===== src/rtl/instruction_fetch_unit_pkg.sv =====
// rtl/instruction_fetch_unit_pkg.sv - shared constants and FSM encoding for the fetch unit
package instruction_fetch_unit_pkg;

    // Instruction word presented whenever the output slot is empty.
    localparam logic [15:0] INVALID_INSTRUCTION = 16'hFFFF;

    // First PC fetched after reset unless the instance overrides it.
    localparam logic [15:0] DEFAULT_RESET_PC = 16'h0000;

    typedef enum logic [1:0] {
        ST_FETCH = 2'd0,  // request outstanding at pc
        ST_HOLD  = 2'd1,  // skid full, no request until it drains
        ST_DRAIN = 2'd2   // waiting out a request made stale by a redirect
    } fetch_state_e;

endpackage


===== src/rtl/instruction_fetch_unit.sv =====
// rtl/instruction_fetch_unit.sv - PC owner and instruction fetcher feeding the IF/ID register
//
// Ports:
//   clk, reset                 single clock, synchronous active-high reset
//   stall                      IF/ID will not capture; presented slot must hold
//   redirect_valid/redirect_pc one-cycle branch/jump redirect
//   i_readM/i_address          read request to instruction memory
//   i_data/i_ready             read response, one strobe per request
//   pc_out/instruction_out     presented {PC+1, instruction}
//   out_valid                  presented slot holds a real instruction
module instruction_fetch_unit
    import instruction_fetch_unit_pkg::*;
#(
    parameter logic [15:0] RESET_PC = DEFAULT_RESET_PC
) (
    input  logic        clk,
    input  logic        reset,
    input  logic        stall,
    input  logic        redirect_valid,
    input  logic [15:0] redirect_pc,
    output logic        i_readM,
    output logic [15:0] i_address,
    input  logic [15:0] i_data,
    input  logic        i_ready,
    output logic [15:0] pc_out,
    output logic [15:0] instruction_out,
    output logic        out_valid
);

    fetch_state_e state_q;
    logic [15:0]  pc_q;
    logic [15:0]  drain_addr_q;
    logic         discard_q;

    logic [15:0]  slot_pc_q;
    logic [15:0]  slot_instr_q;
    logic         slot_valid_q;

    logic [15:0]  skid_pc_q;
    logic [15:0]  skid_instr_q;
    logic         skid_valid_q;

    logic [15:0]  pc_inc;
    logic         slot_free;

    assign pc_inc    = pc_q + 16'd1;
    // The slot can take new data if it is empty or IF/ID captures it at this edge.
    assign slot_free = !slot_valid_q || !stall;

    // Request is gated by reset so it is low during reset and rises the first
    // cycle reset is released. DRAIN keeps the stale address until its response.
    assign i_readM   = !reset && (state_q != ST_HOLD);
    assign i_address = reset ? 16'h0000 :
                       (state_q == ST_DRAIN) ? drain_addr_q : pc_q;

    assign pc_out          = slot_pc_q;
    assign instruction_out = slot_instr_q;
    assign out_valid       = slot_valid_q;

    always_ff @(posedge clk) begin
        if (reset) begin
            state_q      <= ST_FETCH;
            pc_q         <= RESET_PC;
            drain_addr_q <= 16'h0000;
            discard_q    <= 1'b0;
            slot_pc_q    <= 16'h0000;
            slot_instr_q <= INVALID_INSTRUCTION;
            slot_valid_q <= 1'b0;
            skid_pc_q    <= 16'h0000;
            skid_instr_q <= INVALID_INSTRUCTION;
            skid_valid_q <= 1'b0;
        end else if (redirect_valid) begin
            pc_q         <= redirect_pc;
            slot_pc_q    <= 16'h0000;
            slot_instr_q <= INVALID_INSTRUCTION;
            slot_valid_q <= 1'b0;
            skid_pc_q    <= 16'h0000;
            skid_instr_q <= INVALID_INSTRUCTION;
            skid_valid_q <= 1'b0;
            if (state_q != ST_HOLD && !i_ready) begin
                // A request is still open; it must be held until answered.
                state_q   <= ST_DRAIN;
                discard_q <= 1'b1;
                if (state_q == ST_FETCH) begin
                    drain_addr_q <= pc_q;
                end
            end else begin
                // Either no request is open or it completes now; drop its data.
                state_q   <= ST_FETCH;
                discard_q <= 1'b0;
            end
        end else begin
            case (state_q)
                ST_FETCH: begin
                    if (i_ready && !discard_q) begin
                        pc_q <= pc_inc;
                        if (slot_free) begin
                            slot_pc_q    <= pc_inc;
                            slot_instr_q <= i_data;
                            slot_valid_q <= 1'b1;
                        end else begin
                            skid_pc_q    <= pc_inc;
                            skid_instr_q <= i_data;
                            skid_valid_q <= 1'b1;
                            state_q      <= ST_HOLD;
                        end
                    end else if (!stall) begin
                        slot_pc_q    <= 16'h0000;
                        slot_instr_q <= INVALID_INSTRUCTION;
                        slot_valid_q <= 1'b0;
                    end
                end
                ST_HOLD: begin
                    if (!stall) begin
                        slot_pc_q    <= skid_pc_q;
                        slot_instr_q <= skid_instr_q;
                        slot_valid_q <= skid_valid_q;
                        skid_pc_q    <= 16'h0000;
                        skid_instr_q <= INVALID_INSTRUCTION;
                        skid_valid_q <= 1'b0;
                        state_q      <= ST_FETCH;
                    end
                end
                ST_DRAIN: begin
                    if (!stall) begin
                        slot_pc_q    <= 16'h0000;
                        slot_instr_q <= INVALID_INSTRUCTION;
                        slot_valid_q <= 1'b0;
                    end
                    if (i_ready) begin
                        discard_q <= 1'b0;
                        state_q   <= ST_FETCH;
                    end
                end
                default: begin
                    state_q <= ST_FETCH;
                end
            endcase
        end
    end

endmodule

===== config.mk =====
export PLATFORM = sky130hd
export DESIGN_NAME = instruction_fetch_unit
export DESIGN_NICKNAME = d
export VERILOG_FILES = /design/src/rtl/instruction_fetch_unit_pkg.sv /design/src/rtl/instruction_fetch_unit.sv
export SDC_FILE = /design/constraint.sdc
export NUM_CORES = 1
export LEC_CHECK = 0
export ABC_AREA = 1
export CAP_MARGIN = 20
export CELL_PAD_IN_SITES_DETAIL_PLACEMENT = 1
export CELL_PAD_IN_SITES_GLOBAL_PLACEMENT = 1
export CORE_MARGIN = 2
export CORE_UTILIZATION = 41
export CTS_CLUSTER_SIZE = 16
export DETAILED_ROUTE_END_ITERATION = 6
export HOLD_SLACK_MARGIN = 0.08
export PLACE_DENSITY = 0.86
export SYNTH_ARGS = -nofsm -noshare
export SYNTH_HDL_FRONTEND = slang
export SYNTH_SLANG_ARGS = --single-unit

===== constraint.sdc =====
create_clock -name clk -period 3.58 [get_ports clk]
set_input_delay 0.537 -clock clk [delete_from_list [all_inputs] [get_ports clk]]
set_output_delay 0.537 -clock clk [all_outputs]
set_load 0.03 [all_outputs]

==> parameters.txt, run 1 <==
Parameter                              Value

Floorplan
  Area of the core region ... 12720 sq um
  Height of the chip ... 118.8 microns
  Boundary Pins ... 87
  Horiz. Die Dim ... 118.8 microns
  Initial Utilization ... 42.44%
  Area of the die ... around 14000 sq um
  Row Count ... 41

Final layout
  Final #Nets ... 927
  Most frequent standard cell in the layout excluding fill and tap cells ... sky130_fd_sc_hd__nand2_1
  Post-route standard cell area excluding fillers ... 6633 sq um
  Final Instance Count excl. Fillers ... around 1100
  Antenna diodes ... 0
  Layout filler cell count ... between 1500 and 2000
  Signed area change from the synthesized netlist to the final layout ... 22.85%
  Commonest cells after routing, fill and taps aside ... sky130_fd_sc_hd__nand2_1, sky130_fd_sc_hd__a21oi_1, sky130_fd_sc_hd__dfxtp_1
  Ratio of cells with drive above 1 in the final layout ... 7.528%

Global route
  Global-route wire length before repair ... 30.35 mm
  Number of antenna violations at the first check in global routing ... 0
  Overall overflow remaining after global route ... 0
  Global-route total usage across every layer ... between 20% and 30%
  Via count of the first global-routing pass ... 6064
  Maximum number of pins on one net before global-route repair ... 34

Clock network
  Clk_lat worst skew ... 0.36 ns
  Clock sink count ... 101
  Count of instances resized after the clock tree is built ... 0
  Clock transition at the registers of the reported paths ... ~0.07 ns
  Hold buffer count at CTS ... 0
  Number of CTS-inserted buffers ... 9
  H-tree level count ... 3
  Post-CTS Setup Bufs ... 0
  CTS tree ... done
  Buffers from clock root to sink, at most ... 2
  Root Buffer Master ... sky130_fd_sc_hd__clkbuf_16

Status
  Result of the run ... finished clean

Timing
  Worst clock skew on the final layout ... 0.008527 ns
  Setup TNS ... 0 ns
  Hold Vio Cnt, Final ... 0
  Final setup violation count ... 0
  Minimum clock period ... 3.062 ns
  Period utilization ... 85.53%
  Relative slew slack ... 37.04%
  Number of pins exceeding their max-slew limit in the final report ... 0
  Post-Route Hold Slack ... 0.4562 ns
  Max Clock Freq ... 326.6 MHz
  Final worst slack ... roughly 0.52 ns
  Unrepaired setup endpoints after global routing ... false
  Measured slew at the worst slew-check pin ... 0.9421 ns

Logic synthesis
  Proportion of synthesized chip area in sequential cells ... 37.45%
  Fraction of synthesized cell area taken by the top area cell type ... ~37%
  Total nets after synthesis ... 866
  Area contributors post-synth ... sky130_fd_sc_hd__dfxtp_1, sky130_fd_sc_hd__nand2_1, sky130_fd_sc_hd__a21oi_1, sky130_fd_sc_hd__o21ai_0, sky130_fd_sc_hd__nand3_1
  Most common flop cell mapped by yosys ... sky130_fd_sc_hd__dfxtp_1
  Number of synthesized flops with an enable pin ... 0
  Library cell occupying the most area in the post-synthesis netlist ... sky130_fd_sc_hd__dfxtp_1
  Distinct cell type count after synthesis ... 31
  Avg Cell Area, Syn ... 6.552 sq um
  Mapped Area ... 5399 sq um
  Register bit total from synthesis ... 101
  Number of synthesis warnings ... 0
  Gate count after technology mapping ... 824
  Fraction of registers with async set or reset after synthesis ... 0%

Worst setup path
  Req. time, crit path ... between 3 and 4 ns
  Arrival time of data at the critical path endpoint ... 2.52 ns
  Startpoint type of the worst setup path ... register
  R2r startpoint ... state_q[1]
  Sum of buffers and inverters on the critical path ... 2
  Crit path launch ... state_q[0]
  Crit Path Category ... register to output port
  Type of destination of the critical path ... output port
  Cell type of the slowest stage on the worst timing path ... sky130_fd_sc_hd__clkdlybuf4s50_1
  Cells along the critical path ... inv_1, ha_1, o21ai_0, a21oi_1, clkdlybuf4s50_1
  Cell family with most CP delay ... buffers and inverters
  Largest stage delay on the critical path ... 0.69 ns
  Peak fanout along the critical path ... 22
  Stages on worst setup path ... 5
  Count of cells along the worst register-to-register path ... 8

Detailed routing
  Via total after detailed routing ... 5865
  Iteration-0 DRC Markers ... about 420
  Detail-routed via count per cell ... 5.523
  Met3 wirelength from detailed routing ... 873 microns
  Routed met2 length ... 8.893 mm
  Detailed Route WL ... 18.51 mm
  Antenna Nets Post-Route ... 0
  Iteration count of the initial detailed-routing pass ... 4
  Wirelength per Cell ... approximately 17 microns
  Residual DRC ... 0
  Highest metal layer with signal wires ... met4
  Met1 routed wirelength after detailed routing ... 8.396 mm

Pwr
  PD cells ... 417.8 nW/um^2
  Worst IR drop on VDD ... 0.2647 mV
  Static power due to leakage ... 2.537 nW

Placed design
  Cell Count Post-Placement ... approximately 1000
  Total placed instance area ... 6314 sq um
  GPL Wtd Cong ... 0.8098
  Worst slack after detailed placement ... 0.8923 ns
  Number of buffers added on ports ... 86
  Sum of net half-perimeters after detailed placement ... roughly 13 mm

Hold path
  Hold Crit Class ... register to register
  Worst hold path stage count ... 2
  Hold Path Origin ... drain_addr_q[8]

Flow run
  Number of violations of the max-capacitance limit ... 0
## synth_stat cells (2+ instances only)
master,n
sky130_fd_sc_hd__nand3_1,50
sky130_fd_sc_hd__inv_2,5
sky130_fd_sc_hd__o21ai_0,76
sky130_fd_sc_hd__o22ai_1,16
sky130_fd_sc_hd__o211ai_1,2
sky130_fd_sc_hd__buf_1,6
sky130_fd_sc_hd__dfxtp_1,101
sky130_fd_sc_hd__nand2_4,2
sky130_fd_sc_hd__clkbuf_1,21
sky130_fd_sc_hd__o21ai_1,16
sky130_fd_sc_hd__nor2_4,3
sky130_fd_sc_hd__inv_1,55
sky130_fd_sc_hd__xor2_1,5
sky130_fd_sc_hd__nor3_1,6
sky130_fd_sc_hd__nor2_1,36
sky130_fd_sc_hd__buf_2,16
sky130_fd_sc_hd__a31oi_1,6
sky130_fd_sc_hd__ha_1,5
sky130_fd_sc_hd__nand2_2,2
sky130_fd_sc_hd__xnor2_1,2
sky130_fd_sc_hd__buf_4,5
sky130_fd_sc_hd__or2_2,14
sky130_fd_sc_hd__a21oi_1,108
sky130_fd_sc_hd__nand4_1,6
sky130_fd_sc_hd__nand2_1,253
sky130_fd_sc_hd__buf_6,2
## final timing paths
check,endpoint,slack (ns)
setup / recovery,i_address[4],0.52
hold / removal,drain_addr_q[8],0.46
setup reg to reg,instruction_out[8],1.06
hold reg to reg,drain_addr_q[8],0.46
## per-layer routing
metal	global-route usage [%]	up-vias
met3	3.089	27
li1	-	2826
met4	9.152	0
met1	35.09	2865
met5	0	-
met2	44.79	147
## cells by family (layout without fill, tap and decap cells)
kind of cell,Yosys count,in the layout,synth area share [%]
AO/OA/AOI/OAI,226,226,21.83
XOR/XNOR,7,7,1.136
adder cells (fa/ha/maj),5,5,1.159
buffers and inverters,110,176,8.644
flip-flops,101,101,37.45
AND/OR/NAND/NOR,375,375,29.78
## registers in the layout (all words and copies together) (netlist names)
name,count
skid_instr_q,16
discard_q,1
skid_valid_q,1
pc_q,16
drain_addr_q,16
skid_pc_q,16
instruction_out,16
state_q,2
out_valid,1
pc_out,16
## where the power goes
part / internal (mW) / switching [mW] / leakage (nW)
clock network: 0.635 / 0.452 / 0.154
logic: 0.172 / 0.308 / 1.56
registers: 1.17 / 0.0393 / 0.824
## layout make-up
type	instances	area, sq um	area share, %
clock buffer	13	250.2	3.773
timing repair buffer	100	940.9	14.19
sequential	101	2022	30.48
tap	172	215.2	3.245
multi-input combinational	613	2910	43.88
clock inverter	3	68.82	1.038
inverter	60	225.2	3.396
## worst reg2reg max path: cells and delay by family, from the launching register on
family | cells | cell delay, ns
AO/OA/AOI/OAI | 2 | 0.46
adder cells (fa/ha/maj) | 1 | 0.37
buffers and inverters | 3 | 0.92
flip-flops | 1 | 0.40
AND/OR/NAND/NOR | 2 | 0.32
## stage by stage
stage	total power, mW	utilization (%)
4_1_cts	2.776	52.13
3_5_place_dp	1.703	49.63
5_1_grt	2.876	52.13
2_1_floorplan	1.517	-
6_report	2.771	52.13
3_3_place_gp	1.682	49.63
Power figures use the tool's default switching activity.
==> inputs of run 2 (changes only) <==
- CORE_MARGIN: 2 -> 3
==> parameters.txt, run 2 (synthesis gave the netlist of run 1 again) <==
Parameter                              Value

Worst setup path
  Startpoint type of the worst setup path ... register
  Cell family with most CP delay ... buffers and inverters
  Stages on worst setup path ... 6 (+1)
  Type of destination of the critical path ... output port
  Count of cells along the worst register-to-register path ... 6 (-2)
  Peak fanout along the critical path ... 25 (+14%)
  Cell type of the slowest stage on the worst timing path ... sky130_fd_sc_hd__clkdlybuf4s50_1
  Req. time, crit path ... 3.04 ns (about the same)
  Sum of buffers and inverters on the critical path ... 3 (+1)
  Arrival time of data at the critical path endpoint ... 2.40 ns (-0.12 ns)
  Cells along the critical path ... inv_1, ha_1, buf_4, o21ai_0, a21oi_1, clkdlybuf4s50_1
  Crit path launch ... state_q[0]
  R2r startpoint ... state_q[1]
  Crit Path Category ... register to output port
  Largest stage delay on the critical path ... 0.69 ns (about the same)

Global route
  Number of antenna violations at the first check in global routing ... 0 (unchanged)
  Via count of the first global-routing pass ... 6004 (-0.99%)
  Global-route wire length before repair ... 29.94 mm (-1.4%)
  Global-route total usage across every layer ... 25.69% (-0.87 points)
  Maximum number of pins on one net before global-route repair ... 34 (unchanged)
  Overall overflow remaining after global route ... 0 (unchanged)

Pwr
  Static power due to leakage ... 2.541 nW (+0.14%)
  Worst IR drop on VDD ... 0.1812 mV (-32%)
  PD cells ... 425.8 nW/um^2 (+1.9%)

Timing
  Measured slew at the worst slew-check pin ... 0.8958 ns (-0.04639 ns)
  Max Clock Freq ... 340.7 MHz (+4.3%)
  Number of pins exceeding their max-slew limit in the final report ... 0 (unchanged)
  Final worst slack ... 0.6447 ns (+0.1266 ns)
  Final setup violation count ... 0 (unchanged)
  Period utilization ... 81.99% (-3.5 points)
  Worst clock skew on the final layout ... 0.007175 ns (-0.001352 ns)
  Hold Vio Cnt, Final ... 0 (unchanged)
  Setup TNS ... 0 ns (unchanged)
  Unrepaired setup endpoints after global routing ... false
  Relative slew slack ... 40.28% (+3.2 points)
  Minimum clock period ... 2.935 ns (-0.1266 ns)

Final layout
  Fraction of the core area covered by cells at the end of the flow ... 52.33% (+0.20 points)
  Register area ... 2022 sq um (unchanged)
  Signed area change from the synthesized netlist to the final layout ... 23.31%
  Footprint of the multi-input gates ... 2910 sq um (unchanged)
  Final #Nets ... 926 (-0.11%)
  Post-route standard cell area excluding fillers ... 6658 sq um (+0.38%)
  Antenna diodes ... 0 (unchanged)
  Layout filler cell count ... 1734 (+0.35%)
  Final Instance Count excl. Fillers ... 1061 (-0.094%)
  Most frequent standard cell in the layout excluding fill and tap cells ... sky130_fd_sc_hd__nand2_1
  Commonest cells after routing, fill and taps aside ... sky130_fd_sc_hd__nand2_1, sky130_fd_sc_hd__a21oi_1, sky130_fd_sc_hd__dfxtp_1
  Ratio of cells with drive above 1 in the final layout ... 7.649% (+0.12 points)

Clock network
  CTS tree ... done
  Number of CTS-inserted buffers ... 9 (unchanged)
  H-tree level count ... 3 (unchanged)
  Clock sink count ... 101 (unchanged)
  Count of instances resized after the clock tree is built ... 0 (unchanged)
  Clock transition at the registers of the reported paths ... 0.07 ns (about the same)
  Hold buffer count at CTS ... 0 (unchanged)
  Root Buffer Master ... sky130_fd_sc_hd__clkbuf_16
  Clk_lat worst skew ... 0.36 ns (about the same)
  Buffers from clock root to sink, at most ... 2 (unchanged)
  Post-CTS Setup Bufs ... 0 (unchanged)

Hold path
  Hold Crit Class ... register to register
  Hold Path Origin ... drain_addr_q[13]
  Worst hold path stage count ... 2 (unchanged)

Placed design
  Sum of net half-perimeters after detailed placement ... 12.58 mm (-1.3%)
  GPL Wtd Cong ... 0.8047 (-0.63%)
  Cell Count Post-Placement ... 1045 (-0.096%)
  Number of buffers added on ports ... 86 (unchanged)
  Total placed instance area ... 6309 sq um (about the same)
  Worst slack after detailed placement ... 0.5979 ns (-0.2944 ns)

Flow run
  Number of violations of the max-capacitance limit ... 0 (unchanged)

Detailed routing
  Via total after detailed routing ... 5855 (-0.17%)
  Wirelength per Cell ... 17.63 microns (+1.2%)
  Detail-routed via count per cell ... 5.518 (about the same)
  Iteration-0 DRC Markers ... 405 (-2.6%)
  Iteration count of the initial detailed-routing pass ... 5 (+1)
  Antenna Nets Post-Route ... 0 (unchanged)
  Residual DRC ... 0 (unchanged)
  Detailed Route WL ... 18.71 mm (+1.1%)

Floorplan
  Height of the chip ... 120.8 microns (+1.7%)
  Initial Utilization ... 42.44% (unchanged)
  Row Count ... 41 (unchanged)
  Area of the die ... 14580 sq um (+3.4%)
  Horiz. Die Dim ... 120.8 microns (+1.7%)
  Area of the core region ... 12720 sq um (unchanged)
  Boundary Pins ... 87 (unchanged)

Status
  Result of the run ... finished clean
==> run 2: worst min-delay path, cell delays in order, from the launching register on <==
cell and delay (ns):
sky130_fd_sc_hd__dfxtp_1 0.30, sky130_fd_sc_hd__inv_1 0.06, sky130_fd_sc_hd__a21oi_1 0.05
==> run 2: report_power, final <==
group / switching, mW / internal [mW] / total [mW] / leakage, nW
registers: 0.0386 / 1.17 / 1.20 / 0.824
logic: 0.311 / 0.172 / 0.483 / 1.55
clock network: 0.447 / 0.701 / 1.15 / 0.165
total: 0.796 / 2.04 / 2.83 / 2.54
==> run 2: area by class of cell <==
class	instances	area share, %
well taps	172	3.232
flip-flops and latches	101	30.37
clock buffers	10	3.590
repair buffers	99	14.06
clock inverters	6	1.654
multi-input cells	613	43.71
inverters	60	3.383
==> run 2: path summary, 6_finish.rpt <==
check	endpoint	slack, ns
hold / removal	drain_addr_q[13]	0.45
setup / recovery	i_address[13]	0.64
setup reg to reg	drain_addr_q[12]	0.77
hold reg to reg	drain_addr_q[13]	0.45
==> run 2: through the flow <==
| step | power (mW) | hold WS (ns) |
|---|---|---|
| after detailed placement | 1.704 | 0.4443 |
| after global placement | 1.682 | 0.4374 |
| after global routing | 2.949 | 0.4695 |
| after floorplan | 1.517 | 0.4293 |
| after CTS | 2.857 | 0.4549 |
| final | 2.835 | 0.4523 |
==> run 2: per-layer routing <==
metal / global-route usage, % / share of wire (%) / wire [microns]
met5: 0 / 0 / 0
met4: 9.207 / 2.1 / 386
met3: 3.695 / 4.8 / 890
met2: 43.77 / 48 / 8992
met1: 33.13 / 45 / 8438
==> inputs of run 3 (changes only) <==
- CORE_UTILIZATION: 41 -> 34
- PLACE_DENSITY: 0.86 -> 0.76
- clock period: 3.58 -> 2.4 ns (I/O delays scaled with it)
==> parameters.txt, run 3 (synthesis gave the netlist of run 1 again) <==
Parameter                              Value

Status
  Result of the run ... finished clean

Placed design
  Cell Count Post-Placement ... 1096 (+4.9%)
  Total placed instance area ... 6465 sq um (+2.5%)
  Number of buffers added on ports ... 86 (unchanged)
  GPL Wtd Cong ... 0.8050 (about the same)
  Worst slack after detailed placement ... 0.2656 ns (-0.3323 ns)
  Sum of net half-perimeters after detailed placement ... 12.59 mm (+0.13%)

Floorplan
  Horiz. Die Dim ... 132.0 microns (+9.3%)
  Height of the chip ... 132.0 microns (+9.3%)
  Boundary Pins ... 87 (unchanged)
  Area of the die ... 17430 sq um (+20%)
  Row Count ... 45 (+9.8%)
  Initial Utilization ... 35.12% (-7.3 points)
  Area of the core region ... 15370 sq um (+21%)

Detailed routing
  Detail-routed via count per cell ... 5.049 (-8.5%)
  Wirelength per Cell ... 16.33 microns (-7.4%)
  Via total after detailed routing ... 5614 (-4.1%)
  Iteration-0 DRC Markers ... 330 (-19%)
  Residual DRC ... 0 (unchanged)
  Detailed Route WL ... 18.16 mm (-2.9%)
  Iteration count of the initial detailed-routing pass ... 4 (-1)
  Antenna Nets Post-Route ... 0 (unchanged)

Pwr
  Static power due to leakage ... 2.599 nW (+2.3%)
  Total power after layout ... 4.019 mW (+42%)
  PD cells ... 594.7 nW/um^2 (+40%)
  Worst IR drop on VDD ... 0.3350 mV (+85%)

Global route
  Global-route wire length before repair ... 29.67 mm (-0.90%)
  Via count of the first global-routing pass ... 5688 (-5.3%)
  Overall overflow remaining after global route ... 0 (unchanged)
  Maximum number of pins on one net before global-route repair ... 46 (+35%)
  Global-route total usage across every layer ... 20.80% (-4.9 points)
  Number of antenna violations at the first check in global routing ... 0 (unchanged)

Hold path
  Hold Crit Class ... register to register
  Worst hold path stage count ... 2 (unchanged)

Flow run
  Number of violations of the max-capacitance limit ... 0 (unchanged)

Timing
  Final worst slack ... 0.2665 ns (-0.3782 ns)
  Worst clock skew on the final layout ... 0.007530 ns (+0.0003553 ns)
  Number of pins exceeding their max-slew limit in the final report ... 0 (unchanged)
  Unrepaired setup endpoints after global routing ... false
  Minimum clock period ... between 2 and 2.5 ns
  Hold Vio Cnt, Final ... 0 (unchanged)
  Setup TNS ... 0 ns (unchanged)
  Max Clock Freq ... around 470 MHz
  Relative slew slack ... 68.74% (+28 points)
  Period utilization ... 88.90%
  Measured slew at the worst slew-check pin ... 0.4684 ns (-0.4274 ns)
  Final setup violation count ... 0 (unchanged)

Clock network
  Number of CTS-inserted buffers ... 9 (unchanged)
  Clk_lat worst skew ... 0.35 ns (about the same)
  Clock sink count ... 101 (unchanged)
  Root Buffer Master ... sky130_fd_sc_hd__clkbuf_16
  Buffers from clock root to sink, at most ... 2 (unchanged)
  H-tree level count ... 3 (unchanged)
  Post-CTS Setup Bufs ... 0 (unchanged)
  Clock transition at the registers of the reported paths ... 0.07 ns (about the same)
  Hold buffer count at CTS ... 0 (unchanged)
  Count of instances resized after the clock tree is built ... 0 (unchanged)
  CTS tree ... done

Final layout
  Layout filler cell count ... 1977 (+14%)
  Final Instance Count excl. Fillers ... 1112 (+4.8%)
  Most frequent standard cell in the layout excluding fill and tap cells ... sky130_fd_sc_hd__nand2_1
  Signed area change from the synthesized netlist to the final layout ... 25.19%
  Post-route standard cell area excluding fillers ... 6759 sq um (+1.5%)
  Ratio of cells with drive above 1 in the final layout ... 9.545% (+1.9 points)
  Antenna diodes ... 0 (unchanged)
  Final #Nets ... 938 (+1.3%)
  Commonest cells after routing, fill and taps aside ... sky130_fd_sc_hd__nand2_1, sky130_fd_sc_hd__a21oi_1, sky130_fd_sc_hd__dfxtp_1

Worst setup path
  Arrival time of data at the critical path endpoint ... 1.77 ns (-0.63 ns)
  Startpoint type of the worst setup path ... register
  Sum of buffers and inverters on the critical path ... 3 (unchanged)
  Count of cells along the worst register-to-register path ... 8 (+2)
  Cell family with most CP delay ... buffers and inverters
  Type of destination of the critical path ... output port
  Stages on worst setup path ... 5 (-1)
  Largest stage delay on the critical path ... 0.40 ns (-0.29 ns)
  Req. time, crit path ... 2.04 ns (-1.00 ns)
  Crit Path Category ... register to output port
  Cells along the critical path ... inv_1, ha_1, buf_4, nor2_1, buf_4
  Cell type of the slowest stage on the worst timing path ... sky130_fd_sc_hd__ha_1
  Worst path most repeated cell ... sky130_fd_sc_hd__buf_4
  Peak fanout along the critical path ... 15 (-40%)
run 3: report_power, final:
group	total (mW)	internal, mW	leakage (nW)	switching [mW]
clock network	1.50	0.836	0.143	0.667
logic	0.719	0.269	1.63	0.450
registers	1.80	1.74	0.824	0.0585
total	4.02	2.84	2.60	1.18
run 3: path summary, 6_finish.rpt:
path	start	end	slack (ns)
setup reg to reg	state_q[1]	out_valid	0.35
hold reg to reg	drain_addr_q[9]	drain_addr_q[9]	0.45
setup / recovery	state_q[1]	i_readM	0.27
hold / removal	drain_addr_q[9]	drain_addr_q[9]	0.45
run 3: per-layer routing:
layer	share of wire (%)	GRT usage (%)	vias to the layer above
li1	-	-	2859
met1	48	28.46	2644
met2	46	34.69	99
met3	4.1	2.748	12
met4	1.1	5.368	0
met5	0	0	-
run 3: worst min-delay path: stages (launching register included):
cell	delay [ns]
sky130_fd_sc_hd__dfxtp_1	0.30
sky130_fd_sc_hd__inv_1	0.06
sky130_fd_sc_hd__a21oi_1	0.05
run 3: layout make-up:
type,count,area [sq um],area share [%]
inverter,60,225.2,3.332
timing repair buffer,111,1044,15.44
clock inverter,4,47.55,0.7034
tap,211,264.0,3.906
sequential,101,2022,29.91
clock buffer,12,246.5,3.647
multi-input combinational,613,2910,43.06
run 3: through the flow:
| step | hold slack [ns] | util, % |
|---|---|---|
| finish | 0.4511 | 43.97 |
| global route | 0.4781 | 43.97 |
| CTS | 0.4548 | 43.97 |
| detailed placement | 0.4444 | 42.06 |
| global placement | 0.4389 | 42.06 |
| floorplan | 0.4293 | - |
